File: src/rtl/pcm_to_i2s_transmitter_pkg.sv
// Shared definitions for the I2S transmitter/receiver pair: run-state encoding
// and the default PCM word width.
package pcm_to_i2s_transmitter_pkg;

    typedef enum logic {
        IDLE = 1'b0,
        RUN  = 1'b1
    } state_t;

    localparam int DEFAULT_NUMBER_OF_BITS = 8;

endpackage

File: src/rtl/i2s_sck_gen.sv
// I2S bit-clock generator: divides clk by 2*CLK_DIV and flags the clk in which
// sck falls, so the frame logic can update sd/ws together with that edge.
module i2s_sck_gen #(
    parameter int CLK_DIV = 2
) (
    input  logic clk,
    input  logic rst_n,
    input  logic run,
    output logic sck,
    output logic fall_tick
);

    localparam int CW = (CLK_DIV > 1) ? $clog2(CLK_DIV) : 1;

    logic [CW-1:0] cnt;
    logic          terminal;

    assign terminal  = (cnt == CW'(CLK_DIV - 1));
    assign fall_tick = run && terminal && sck;

    // Held at count 0 with sck low while stopped, so the first rising edge
    // lands exactly CLK_DIV clks after the run request.
    always_ff @(posedge clk or negedge rst_n) begin
        if (!rst_n) begin
            cnt <= '0;
            sck <= 1'b0;
        end else if (!run) begin
            cnt <= '0;
            sck <= 1'b0;
        end else if (terminal) begin
            cnt <= '0;
            sck <= ~sck;
        end else begin
            cnt <= cnt + CW'(1);
        end
    end

endmodule

File: src/rtl/pcm_to_i2s_transmitter.sv
// I2S transmitter: one-deep sample holding register, frame position counter and
// a whole-frame shift register whose MSB drives sd directly.
module pcm_to_i2s_transmitter
    import pcm_to_i2s_transmitter_pkg::*;
#(
    parameter int NUMBER_OF_BITS = DEFAULT_NUMBER_OF_BITS,
    parameter int SLOT_BITS      = 16,
    parameter int CLK_DIV        = 2
) (
    input  logic                      clk,
    input  logic                      rst_n,
    input  logic                      enable,
    input  logic [NUMBER_OF_BITS-1:0] data_left_input,
    input  logic [NUMBER_OF_BITS-1:0] data_right_input,
    input  logic                      sample_valid,
    output logic                      sample_ready,
    output logic                      sck,
    output logic                      ws,
    output logic                      sd,
    output logic                      underrun,
    output logic                      busy
);

    localparam int FB   = 2 * SLOT_BITS;
    localparam int PW   = $clog2(FB);
    localparam int LAST = FB - 1;

    // Valid/ready: a pair transfers on any clk edge where sample_valid and
    // sample_ready are both high; sample_valid must not wait for sample_ready.

    state_t                    state;
    logic [PW-1:0]             pos;
    logic [FB-1:0]             frame_sh;
    logic [NUMBER_OF_BITS-1:0] hold_left;
    logic [NUMBER_OF_BITS-1:0] hold_right;
    logic                      hold_full;
    logic                      hold_full_nxt;
    logic [FB-1:0]             load_word;
    logic                      running;
    logic                      tick;
    logic                      frame_end;
    logic                      frame_start;
    logic                      handshake;

    function automatic logic ws_at(input int np);
        return (np >= SLOT_BITS - 1) && (np <= FB - 2);
    endfunction

    assign running     = (state == RUN);
    assign busy        = running;
    assign sd          = frame_sh[FB-1];
    assign handshake   = sample_valid && sample_ready;
    assign frame_end   = running && tick && (pos == PW'(LAST));
    assign frame_start = (!running && enable) || (frame_end && enable);

    i2s_sck_gen #(
        .CLK_DIV(CLK_DIV)
    ) u_sck_gen (
        .clk      (clk),
        .rst_n    (rst_n),
        .run      (running),
        .sck      (sck),
        .fall_tick(tick)
    );

    // Each word sits MSB-first at the top of its slot, zero padded below.
    always_comb begin
        load_word = '0;
        if (hold_full) begin
            load_word = (FB'(hold_left) << (FB - NUMBER_OF_BITS))
                      | (FB'(hold_right) << (SLOT_BITS - NUMBER_OF_BITS));
        end
    end

    // A frame start drains holding before a same-clk handshake refills it.
    always_comb begin
        hold_full_nxt = hold_full;
        if (frame_start) hold_full_nxt = 1'b0;
        if (handshake)   hold_full_nxt = 1'b1;
    end

    always_ff @(posedge clk or negedge rst_n) begin
        if (!rst_n) begin
            state        <= IDLE;
            pos          <= '0;
            frame_sh     <= '0;
            ws           <= 1'b0;
            underrun     <= 1'b0;
            sample_ready <= 1'b0;
            hold_full    <= 1'b0;
            hold_left    <= '0;
            hold_right   <= '0;
        end else begin
            underrun     <= frame_start && !hold_full;
            sample_ready <= enable && !hold_full_nxt;
            hold_full    <= hold_full_nxt;
            if (handshake) begin
                hold_left  <= data_left_input;
                hold_right <= data_right_input;
            end
            case (state)
                IDLE: begin
                    if (enable) begin
                        state    <= RUN;
                        pos      <= '0;
                        frame_sh <= load_word;
                        ws       <= ws_at(0);
                    end
                end
                RUN: begin
                    if (tick) begin
                        if (frame_end) begin
                            pos <= '0;
                            if (enable) begin
                                frame_sh <= load_word;
                                ws       <= ws_at(0);
                            end else begin
                                state    <= IDLE;
                                frame_sh <= '0;
                                ws       <= 1'b0;
                            end
                        end else begin
                            pos      <= pos + PW'(1);
                            frame_sh <= frame_sh << 1;
                            ws       <= ws_at(int'(pos) + 1);
                        end
                    end
                end
                default: state <= IDLE;
            endcase
        end
    end

endmodule

File: config.mk
export PLATFORM = sky130hd
export DESIGN_NAME = pcm_to_i2s_transmitter
export DESIGN_NICKNAME = d
export VERILOG_FILES = /design/src/rtl/pcm_to_i2s_transmitter_pkg.sv /design/src/rtl/i2s_sck_gen.sv /design/src/rtl/pcm_to_i2s_transmitter.sv
export SDC_FILE = /design/constraint.sdc
export NUM_CORES = 1
export LEC_CHECK = 0
export ABC_AREA = 1
export CORE_MARGIN = 2
export CORE_UTILIZATION = 35
export CTS_CLUSTER_SIZE = 16
export DETAILED_ROUTE_END_ITERATION = 12
export DONT_BUFFER_PORTS = 1
export PLACE_DENSITY = 0.61
export SLEW_MARGIN = 0
export SYNTH_ARGS = -nofsm -noshare
export SYNTH_HDL_FRONTEND = slang
export SYNTH_HIERARCHICAL = 1
export SYNTH_SLANG_ARGS = --single-unit
File: constraint.sdc
create_clock -name clk -period 1.6 [get_ports clk]
set_input_delay 0.48 -clock clk [delete_from_list [all_inputs] [get_ports clk]]
set_output_delay 0.48 -clock clk [all_outputs]
set_load 0.01 [all_outputs]
Yosys cells after proc, flatten, opt, wreduce, memory -nomap -nowiden. Cells that the tools add are included. W data, S select, Z words.

Logic and storage cells: 62. Bits of input ports: 20. Bits in registers: 60.

Equality and inequality tests: 4. Bitwise operators: 3. $lt $le $gt $ge: 2. Add/subtract/negate cells: 3. Reduce and logical (&&, ||, !) cells: 15. Mux-type cells: 24.

Operators by type and width (count): $mux W32 (5); $pmux W32 S2 (1); $or A32 B16 Y32 (1); $mux W5 (3); $mux W1 (12); $logic_and A1 B1 Y1 (10); $pmux W5 S2 (1); $add A5 B1 Y6 const B (1); $ge A6 B4 Y1 const B (1); $le A6 B5 Y1 const B (1); $add A5 B1 Y5 const B (1); $eq A5 B5 Y1 const B (1); $ne A2 B1 Y1 const B (2); $pmux W1 S2 (2); $logic_not A1 Y1 (3); $ne A2 B2 Y1 const B (1); $not A1 Y1 (2); $reduce_and A2 Y1 (1); $add A1 B1 Y1 const B (1); $logic_or A1 B1 Y1 (1).

Depth between registers and ports, before layout. Gate-level depths: netlist of run 1.

Word-level depth: 10. Depth in mapped cells: 11.

By module. The synthesis of run 1 kept the hierarchy.

By module, submodules not included: pcm_to_i2s_transmitter (instances 1, cells an instance 209, seq. area each 1251.2 µm², area each 2154.6 µm²); i2s_sck_gen (instances 1, cells an instance 11, seq. area each 50.0 µm², area each 86.3 µm²).

Worst setup path after synthesis of run 1. OpenSTA, ideal clock, no wires.

Path kind: reg2reg. Start: register pos[0]. End: register frame_sh[14]. Buffers on the path: 1. Clock period less this slack: 1.641 ns. Data required time: 1.518 ns. Slack: -0.041 ns. Setup time: 0.082 ns. Cell stages (with the launch flop): 11. Arrival time: 1.559 ns. Cell sequence: dfrtp_1 ha_1 nand2_1 nor2_1 ha_1 nand2_1 nand2_2 inv_4 buf_4 nand2_1 a31oi_1.

Cells in the longest elaborated chain, start to end: 5.

RTL lines: start: declaration (line pcm_to_i2s_transmitter.sv:32) `logic [PW-1:0] pos;`; start signal: assignment (line pcm_to_i2s_transmitter.sv:123) `pos <= pos + PW'(1);`; $eq A5 B5 Y1 (line pcm_to_i2s_transmitter.sv:53) `assign frame_end = running && tick && (pos == PW'(LAST));`; $logic_and A1 B1 Y1 (line pcm_to_i2s_transmitter.sv:53); $mux W32 (line pcm_to_i2s_transmitter.sv:112) `if (frame_end) begin`; $mux W32 (line pcm_to_i2s_transmitter.sv:111) `if (tick) begin`; $pmux W32 S2 (line pcm_to_i2s_transmitter.sv:101) `case (state)`; end signal: assignment (line pcm_to_i2s_transmitter.sv:106) `frame_sh <= load_word;`; end signal: assignment (line pcm_to_i2s_transmitter.sv:115) `frame_sh <= load_word;`; end signal: assignment (line pcm_to_i2s_transmitter.sv:124) `frame_sh <= frame_sh << 1;`; end: declaration (line pcm_to_i2s_transmitter.sv:33) `logic [FB-1:0] frame_sh;`.

No other way between the ends. The select of a mux whose other input is x is not followed. A chain may end at the register's enable or synchronous reset.

Worst setup path in the final report of run 1.
Start: register pos[1]. End: register frame_sh[26].

Same word-level chain as after synthesis.

==> results of run 1 <==
-- per-stage QoR --
step	setup TNS [ns]	utilization, %
after detailed placement	-0.00683	38.1
final	-0.0319	40.6
after global placement	0	38.1
after floorplan	-0.227	-
after global routing	-2.32	40.6
after CTS	-0.132	39.6
-- synthesized netlist by cell type, types with 2 or more instances --
cell type,instances
buf_4,3
o21ai_0,8
buf_6,3
mux2_2,16
o22ai_1,6
ha_1,4
nand2_2,2
nor2_1,26
a31oi_1,15
dfrtp_1,52
nand2_1,51
nand3_1,6
inv_1,18
-- cell type report --
class | count | share of cell area, %
Clock buffer | 5 | 2.70
Multi-Input combinational cell | 142 | 33.0
Clock inverter | 2 | 0.491
Sequential cell | 52 | 51.1
Inverter | 20 | 3.34
Timing Repair Buffer | 14 | 5.60
Tap cell | 77 | 3.78
-- layer usage --
layer  routed length (um)  part of all wire, %  up-vias  global-route usage, %
li1                     -                    -      757                      -
met1                 1960                   48      775                   17.7
met2                 1990                   48       24                   19.1
met3                  122                  3.0        2                   3.07
met4                   22                 0.54        0                   2.64
met5                    0                    0        -                      0
-- registers in the layout (all words and copies together) (netlist names), 5 cells and up --
register	flops
hold_left	8
frame_sh	24
pos	5
hold_right	8
-- critical path: cells and delay by family, from the launching register on --
kind,cells,cell delay [ns]
adder cells (fa/ha/maj),2,0.38
buffers and inverters,1,0.05
AO/OA/AOI/OAI,1,0.16
AND/OR/NAND/NOR,6,0.57
flip-flops,1,0.37
-- what timing repair did --
item,4_1_cts,5_1_grt
setup endpoints to repair,13,26
hold endpoints to repair,52,52
pin swaps,4,7
resized for setup,2,12
setup buffers,0,4
gates cloned,1,0
-- power by group --
| group | total, mW | internal, mW | leakage [nW] | switching, mW |
|---|---|---|---|---|
| Combinational | 1.12 | 0.564 | 0.524 | 0.558 |
| Sequential | 2.12 | 1.84 | 0.611 | 0.279 |
| Clock | 0.707 | 0.297 | 0.0400 | 0.410 |
-- logic make-up (layout without fill, tap and decap cells) --
group / after synthesis / in the layout
AOI/OAI and AO/OA: 32 / 32
muxes: 16 / 16
adders and majority gates: 4 / 4
buffers and inverters: 27 / 41
DFF: 52 / 52
and+or+nand+nor: 89 / 90
-- final timing paths --
| kind | start | endpoint | slack, ns |
|---|---|---|---|
| worst min-delay path | rst_n | hold_left[2] | -0.13 |
| worst max-delay path | pos[1] | frame_sh[26] | -0.02 |
| worst max register to register | pos[1] | frame_sh[26] | -0.02 |
| min in group clk | data_left_input[2] | hold_left[2] | 0.33 |
| max in group asynchronous | rst_n | frame_sh[15] | 1.65 |
| worst min register to register | u_sck_gen/cnt | u_sck_gen/cnt | 0.48 |
==> flow_summary_export.csv, run 1 <==
group,metric,value,unit
final_layout,regArea,1300,um^2
global_route,grt_first_pass_wirelength,7040,um
detailed_routing,routed_wl,4100,um
die,die_h,84.0,um
timing,finalCritPeriodShare,101,%
cts,clk_path_buf_depth,2,
place,place_inst,300,
yosys,avgSynthCellArea,10.2,um^2
yosys,ys_seq_area_share,58.1,%
place,dp_slack,-0.00568,ns
detailed_routing,avgViaCountPerCell,4.99,
timing,hold_violations,52,
yosys,yosysWarningCount,6,
final_layout,finish.instance_area,2550,um^2
cts,clock_sinks,52,
pwr,irDropWorstVdd,0.805,mV
timing,relSlewSlack,79.5,%
cts,clk_root_buffer_cell,"clkbuf_8",
timing,period_needed,1.62,ns
die,start_util,35.7,%
place,placed_cell_area,2390,um^2
yosys,synth_top_family_by_area,"simple AND/OR/NAND/NOR gates",
setup_path,cp.arrival,1.83,ns
cts,clock_latency,0.29,ns
final_layout,antenna_cells,0,
final_layout,drive_gt1_share,22.6,%
yosys,ys_seq_elements,52,
yosys,synth-edff-count,0,
setup_path,ff2ff_path_depth,10,
timing,fmaxAchievable,0.619,GHz
setup_path,path_max_fanout,8,
timing,tightest_slew,0.307,ns
yosys,yosysTopAreaCellShare,58.1,%
final_layout,fill_cells,616,
setup_path,critPathMaxStageDelay,0.37,ns
die,die_w,84.0,um
cts,path_clk_slew,0.09,ns
setup_path,crit_path_top_delay_cell,"dfrtp_1",
global_route,antenna_found_initial,0,
global_route,grtUsageTotal,12.4,%
yosys,synth_area_leader_cell,"dfrtp_1",
place,gp_congestion,0.779,
timing,worst_clock_skew,0.00684,ns
timing,setup_viol,4,
setup_path,crit_chain,"ha_2 > nand2_2 > nor2_1 > ha_2 > nand2_2 > nand2_4 > inv_8 > nor2_8 > nand2_1 > a31oi_1",
final_layout,nets,259,
cts,cts_buffers,5,
final_layout,finalNonFillerCells,312,
timing,fin_ws,-0.0157,ns
yosys,synth_simple_gate_area_share,16.7,%
yosys,synth_cells,220,
final_layout,mostFrequentLayoutCells,"dfrtp_1 (52), nand2_1 (48), nor2_1 (26)",
detailed_routing,drc_errors,0,
die,rows,29,
pwr,fin_total_pwr,3.95,mW
final_layout,multi_input_area,842,um^2
global_route,grt_max_degree,53,
detailed_routing,ant_nets,0,
yosys,synth_area_leaders,"dfrtp_1 (58%), nand2_1 (8.5%), mux2_2 (8.0%), nor2_1 (4.4%), a31oi_1 (4.2%)",
pwr,leakagePower,1.17,nW
detailed_routing,dr.pass1.iters,5,
yosys,synthAdderAreaFrac,2.23,%
die,core,6280,um^2
detailed_routing,drt_iter0_drc,122,
final_layout,synthToLayoutAreaGrowth,13.7,%
yosys,ys_types,23,
place,dp_hpwl,2660,um
die,die-area,7060,um^2
cts,h-tree-depth,2,
setup_path,endpoint_kind,"flip-flop",
yosys,muxShareOfSynthArea,8.04,%
setup_path,start_kind,"flip-flop",
yosys,async_flop_share,100,%
global_route,first_global_vias,1485,
final_layout,layout_commonest_cell,"dfrtp_1",
global_route,grt.overflow.total,0,
yosys,synth_area,2240,um^2
yosys,syn_nets,244,
worst_hold_path,min_path_type,"primary input to async pin",
detailed_routing,wl_per_cell,13.1,um
setup_path,critPathRequiredTime,1.81,ns
timing,rsz0062_at_grt,"yes",
timing,final_max_slew_viol_count,0,
run_status,violations,"negative hold slack, negative setup slack",
setup_path,critical_path_class,"flip-flop to flip-flop",
cts,cts_tree,"yes",
place,port_buffers,0,
timing,hold_slack,-0.134,ns
run_status,status,"finished with violations",
flow_run,maxCapViolations,0,
pwr,power_density,1550,nW/um^2
yosys,synth-main-ff-cell,"dfrtp_1",
yosys,synth_compound_gate_area_share,8.77,%
yosys,synthXorXnorAreaFrac,0,%
die,io_pins,26,
detailed_routing,num_vias,1558,
(Power assumes the default switching activity.)
==> run 2: changes to the inputs <==
--- a/config.mk
+++ b/config.mk
@@ -12,6 +12,7 @@
 export DETAILED_ROUTE_END_ITERATION = 12
 export DONT_BUFFER_PORTS = 1
 export PLACE_DENSITY = 0.61
+export REMOVE_ABC_BUFFERS = 1
 export SLEW_MARGIN = 0
 export SYNTH_ARGS = -nofsm -noshare
 export SYNTH_HDL_FRONTEND = slang
==> run 2 against run 1 <==
Effect of this change:
- the run still ends with negative hold slack, negative setup slack left
- cell count is 2.9% higher
- clock skew decreased by 0.0013 ns
- clock power is 7.1% higher
- sequential power about the same
- sequential share of layout area fell by 2.5 points
- core utilization is 2.1 points higher
- die area is the same
- worst setup slack worse by 0.028 ns
- critical path type unchanged
- flip-flop and latch count stayed put
- final area is 5.2% higher
- largest cell class unchanged
- hold slack got worse by 0.0066 ns
==> flow_summary_export.csv, run 2 (synthesized netlist as in run 1, its figures left out) <==
group,metric,value,unit
place,dp_slack,-0.0750,ns
setup_path,start_kind,"flip-flop",
global_route,antenna_found_initial,0,
pwr,power_frac_comb,30.0,%
die,rows,29,
global_route,grt_first_pass_wirelength,7000,um
detailed_routing,drt_iter0_drc,98,
setup_path,path_max_fanout,4,
die,die_h,84.0,um
setup_path,r2r_end,"pos[3]",
final_layout,largest_reg_flops,24,
flow_run,maxCapViolations,0,
final_layout,synthToLayoutAreaGrowth,19.7,%
cts,cts_tree,"yes",
pwr,p_sw_share,31.7,%
timing,rsz0062_at_grt,"yes",
cts,cts_buffers,5,
pwr,leakagePower,1.22,nW
pwr,irDropWorstVdd,0.740,mV
detailed_routing,wl_per_cell,12.4,um
final_layout,regMostFlops,"frame_sh",
pwr,p_seq_share,51.7,%
place,dp_hpwl,2650,um
final_layout,layout_commonest_cell,"dfrtp_1",
die,die-area,7060,um^2
final_layout,drive_gt1_share,32.8,%
die,core,6280,um^2
final_layout,reg_top3,"frame_sh x24, hold_left x8, hold_right x8",
detailed_routing,num_vias,1536,
setup_path,critPathRequiredTime,1.83,ns
cts,clk_root_buffer_cell,"clkbuf_8",
final_layout,antenna_cells,0,
detailed_routing,routed_wl,3970,um
setup_path,endpoint_kind,"flip-flop",
timing,finalCritPeriodShare,103,%
final_layout,mostFrequentLayoutCells,"dfrtp_1 (52), nand2_1 (37), nor2_1 (25)",
timing,fin_ws,-0.0436,ns
setup_path,ff2ff_path_depth,10,
run_status,status,"finished with violations",
timing,hold_slack,-0.140,ns
cts,clk_path_buf_depth,2,
detailed_routing,ant_nets,0,
global_route,grt.overflow.total,0,
die,die_w,84.0,um
pwr,p_switching,1.31,mW
timing,relSlewSlack,80.8,%
pwr,clkPwrFrac,18.2,%
cts,h-tree-depth,2,
final_layout,fill_cells,582,
final_layout,nets,267,
global_route,first_global_vias,1515,
detailed_routing,drc_errors,0,
die,start_util,35.7,%
timing,hold_violations,52,
pwr,fin_total_pwr,4.15,mW
cts,path_clk_slew,0.09,ns
cts,clock_sinks,52,
pwr,internal-power,2.84,mW
setup_path,critical_path_class,"flip-flop to flip-flop",
timing,period_needed,1.64,ns
setup_path,r2r_setup_slack,-0.04,ns
setup_path,crit_path_end,"pos[3]",
global_route,grtUsageTotal,12.4,%
place,port_buffers,0,
detailed_routing,avgViaCountPerCell,4.79,
run_status,violations,"negative hold slack, negative setup slack",
cts,clock_latency,0.30,ns
die,io_pins,26,
timing,fmaxAchievable,0.608,GHz
global_route,grt_max_degree,53,
timing,tightest_slew,0.287,ns
timing,setup_viol,10,
worst_hold_path,min_path_type,"primary input to async pin",
pwr,power_density,1550,nW/um^2
timing,final_max_slew_viol_count,0,
setup_path,cp.arrival,1.87,ns
timing,worst_clock_skew,0.00555,ns
place,gp_congestion,0.725,
setup_path,regToRegStartpoint,"pos[1]",
detailed_routing,dr.pass1.iters,4,
setup_path,startpoint,"pos[1]",
run 2: cell types whose count changed in the layout (fill, tap and decap cells not counted), sizes merged:
cell,change
buf,+8
clkinv,-1
clkinvlp,-1
clkbuf,+3
run 2: layer usage:
metal,GRT usage [%],vias to the layer above,part of all wire (%)
met5,0,-,0
met4,4.40,0,1.6
met1,17.3,715,51
met2,18.0,37,43
li1,-,776,-
met3,3.96,8,4.8
run 2: through the flow:
step	util, %	instance area, um^2	hold slack, ns	cells	TNS, ns
final	42.7	2680	-0.140	321	-0.144
after global routing	42.7	2680	-0.167	321	-3.49
after CTS	40.5	2540	-0.151	318	-0.226
after detailed placement	37.8	2370	0.187	303	-0.808
after global placement	37.8	2370	0.186	303	-0.000369
after floorplan	-	2180	0.184	213	-4.32
run 2: power groups by stage:
stage	registers, mW	logic, mW	clock network (mW)
2_1_floorplan	2.08	0.783	0
3_3_place_gp	2.14	1.01	0
3_5_place_dp	2.15	1.05	0
4_1_cts	2.12	1.09	0.785
5_1_grt	2.21	1.42	0.835
6_report	2.15	1.25	0.757
run 2: layout make-up:
class	count	area (um^2)	share of cell area [%]
flip-flops and latches	52	1300	48.5
clock buffers	8	90.1	3.36
inverters	20	85.1	3.17
multi-input cells	142	928	34.6
repair buffers	22	180	6.72
well taps	77	96.3	3.59
run 2: worst min-delay path by stage:
stage | startpoint | end | slack (ns) | depth (start not counted)
3_5_place_dp | rst_n | u_sck_gen/sck | 0.19 | 0
2_1_floorplan | rst_n | busy | 0.18 | 0
5_1_grt | rst_n | pos[1] | -0.17 | 0
6_report | rst_n | u_sck_gen/sck | -0.14 | 0
4_1_cts | rst_n | u_sck_gen/sck | -0.15 | 0
3_3_place_gp | rst_n | u_sck_gen/sck | 0.19 | 0
run 2: what timing repair did:
action / CTS / global route
setup endpoints to repair: 18 / 32
pin swaps: 13 / 16
cloned: 1 / 0
gates resized for setup: 11 / 33
hold endpoints to repair: 52 / 52
setup buffers: 6 / 4
run 2: critical path, stage by stage, from the launching register on:
cell and delay, ns:
dfrtp_1 0.39, ha_2 0.19, nand2_2 0.07, nor2_2 0.04
ha_2 0.17, buf_4 0.13, buf_4 0.13, nor2_4 0.16
buf_6 0.13, nand3_2 0.06, o21ai_1 0.10
==> run 3: changes to the inputs <==
--- a/config.mk
+++ b/config.mk
@@ -6,8 +6,8 @@
 export NUM_CORES = 1
 export LEC_CHECK = 0
 export ABC_AREA = 1
-export CORE_MARGIN = 2
 export CORE_UTILIZATION = 35
+export CTS_CLUSTER_DIAMETER = 50
 export CTS_CLUSTER_SIZE = 16
 export DETAILED_ROUTE_END_ITERATION = 12
 export DONT_BUFFER_PORTS = 1
==> run 3 against run 2 <==
Effect of this change:
- the run still ends with negative hold slack, negative setup slack left
- clock-buffer cell count fell by 2
- cell count increased by 1.6%
- combinational power increased by 6%
- worst setup slack worse by 0.15 ns
- clock power rose by 3.2%
- critical path type unchanged
- critical endpoint is now frame_sh[11]
- highest routed layer unchanged
==> flow_summary_export.csv, run 3 (synthesized netlist as in run 1, its figures left out) <==
group,metric,value,unit
run_status,status,"finished with violations",
run_status,violations,"negative hold slack, negative setup slack",
place,gp_congestion,0.792,
timing,final_max_slew_viol_count,0,
cts,path_clk_slew,0.11,ns
cts,clock_latency,0.31,ns
place,dp_hpwl,2600,um
setup_path,crit_path_top_delay_cell,"dfrtp_1",
setup_path,start_kind,"flip-flop",
detailed_routing,dr.pass1.iters,4,
detailed_routing,routed_wl,4350,um
timing,hold_slack,-0.153,ns
timing,relSlewSlack,81.3,%
setup_path,path_max_fanout,8,
cts,cts_tree,"yes",
setup_path,critical_path_class,"flip-flop to flip-flop",
die,io_pins,26,
setup_path,crit_chain,"ha_2 > nand2_2 > nor2_2 > ha_2 > nand2_2 > nand2_4 > inv_8 > nor2_4 > buf_6 > nand2_2 > a31oi_1",
global_route,grt.overflow.total,0,
pwr,p_sw_share,32.0,%
global_route,grt_use_met3,3.22,%
final_layout,finalNonFillerCells,326,
setup_path,cp_top_family,"simple AND/OR/NAND/NOR gates",
setup_path,critPathRequiredTime,1.83,ns
die,rows,28,
place,placed_cell_area,2370,um^2
timing,tightest_slew,0.279,ns
detailed_routing,wl_per_cell,13.3,um
global_route,grt_first_pass_wirelength,7110,um
global_route,first_global_vias,1533,
pwr,clkPwrFrac,18.5,%
cts,h-tree-depth,2,
flow_run,maxCapViolations,0,
detailed_routing,drt_iter0_drc,70,
setup_path,crit_top_cell,"nand2_2",
cts,clk_path_buf_depth,2,
timing,fin_ws,-0.195,ns
place,place_inst,299,
timing,setup_viol,19,
setup_path,endpoint_kind,"flip-flop",
global_route,antenna_found_initial,0,
pwr,p_switching,1.35,mW
detailed_routing,num_vias,1613,
global_route,grtUsageTotal,14.2,%
timing,finalCritPeriodShare,112,%
cts,cts_buffers,5,
setup_path,regToRegStartpoint,"pos[1]",
timing,hold_violations,52,
setup_path,cp.arrival,2.02,ns
global_route,grt_max_degree,53,
final_layout,drive_gt1_share,35.1,%
final_layout,finish.instance_area,2770,um^2
final_layout,largest_reg_flops,24,
final_layout,regMostFlops,"frame_sh",
setup_path,critPathMaxStageDelay,0.38,ns
worst_hold_path,min_path_type,"primary input to async pin",
final_layout,antenna_cells,0,
die,start_util,37.0,%
final_layout,nets,274,
pwr,internal-power,2.87,mW
detailed_routing,avgViaCountPerCell,4.95,
die,die_w,82.0,um
pwr,power_frac_comb,31.2,%
final_layout,layout_commonest_cell,"dfrtp_1",
global_route,grt-busiest-layer,"met2",
die,core,6060,um^2
final_layout,synthToLayoutAreaGrowth,23.8,%
setup_path,r2r_end,"frame_sh[11]",
setup_path,r2r_setup_slack,-0.19,ns
global_route,met1_usage,19.8,%
final_layout,fill_cells,574,
cts,clk_root_buffer_cell,"clkbuf_8",
detailed_routing,ant_nets,0,
global_route,use_met2,21.5,%
timing,rsz0062_at_grt,"yes",
timing,worst_clock_skew,0.0179,ns
detailed_routing,drc_errors,0,
place,port_buffers,0,
timing,period_needed,1.79,ns
place,dp_slack,-0.0983,ns
cts,clock_sinks,52,
final_layout,reg_top3,"frame_sh x24, hold_left x8, hold_right x8",
final_layout,mostFrequentLayoutCells,"dfrtp_1 (52), nand2_1 (39), nor2_1 (23)",
setup_path,ff2ff_path_depth,11,
pwr,fin_total_pwr,4.23,mW
pwr,power_density,1520,nW/um^2
die,die-area,6730,um^2
timing,fmaxAchievable,0.557,GHz
pwr,irDropWorstVdd,0.715,mV
setup_path,critPathBufInv,2,
pwr,leakagePower,1.27,nW
pwr,p_seq_share,50.3,%
die,die_h,82.0,um
## run 3: cell count changes in the layout (fill, tap and decap cells not counted), sizes merged
cell,previous run,this run
buf,22,28
clkbuf,8,6
clkinv,0,2
inv,20,21
## run 3: what timing repair did
action	4_1_cts	5_1_grt
endpoints found under the setup margin	17	31
resized for setup	9	27
setup buffers	6	12
pin swaps	7	21
endpoints found under the hold margin	52	52
gates cloned	2	0
## run 3: metrics by stage
step / utilization (%) / setup TNS [ns]
after floorplan: - / -4.32
after global placement: 39.1 / -0.664
after detailed placement: 39.1 / -1.30
after CTS: 42.5 / -0.505
after global routing: 45.8 / -3.68
final: 45.8 / -1.93
## run 3: routing by layer
metal / wire, um / vias up / share of wire [%]
met4: 42 / 0 / 0.97
met5: 0 / - / 0
met1: 2000 / 790 / 46
met2: 2110 / 36 / 48
li1: - / 782 / -
met3: 197 / 5 / 4.5
## run 3: worst register-to-register path, cell delays in order, from the launching register on
cell,delay (ns)
dfrtp_1,0.38
ha_2,0.20
nand2_2,0.07
nor2_2,0.09
ha_2,0.19
nand2_2,0.07
nand2_4,0.12
inv_8,0.06
nor2_4,0.24
buf_6,0.14
nand2_2,0.03
a31oi_1,0.12
## run 3: worst max-delay path by stage
stage	slack, ns	startpoint	to	cells past startpoint
floorplan	-0.28	enable	pos[2]	4
global placement	-0.06	pos[0]	frame_sh[14]	10
detailed placement	-0.1	pos[1]	frame_sh[24]	10
CTS	-0.05	pos[1]	frame_sh[11]	10
global route	-0.28	pos[1]	frame_sh[31]	10
finish	-0.19	pos[1]	frame_sh[11]	11
## run 3: power by group through the flow
stage	Sequential [mW]	Clock, mW	Combinational, mW
floorplan	2.08	0	0.783
global placement	2.13	0	1.02
detailed placement	2.13	0	1.06
CTS	2.11	0.791	1.08
global route	2.20	0.856	1.49
finish	2.13	0.781	1.32
## run 3: final cells by class
type	instances	area [um^2]	share of cell area, %
flip-flops and latches	52	1300	46.9
inverters	20	85.1	3.07
repair inverters	1	6.26	0.226
multi-input cells	142	918	33.1
clock buffers	6	82.6	2.98
clock inverters	2	10.0	0.361
repair buffers	28	277	9.97
well taps	75	93.8	3.38
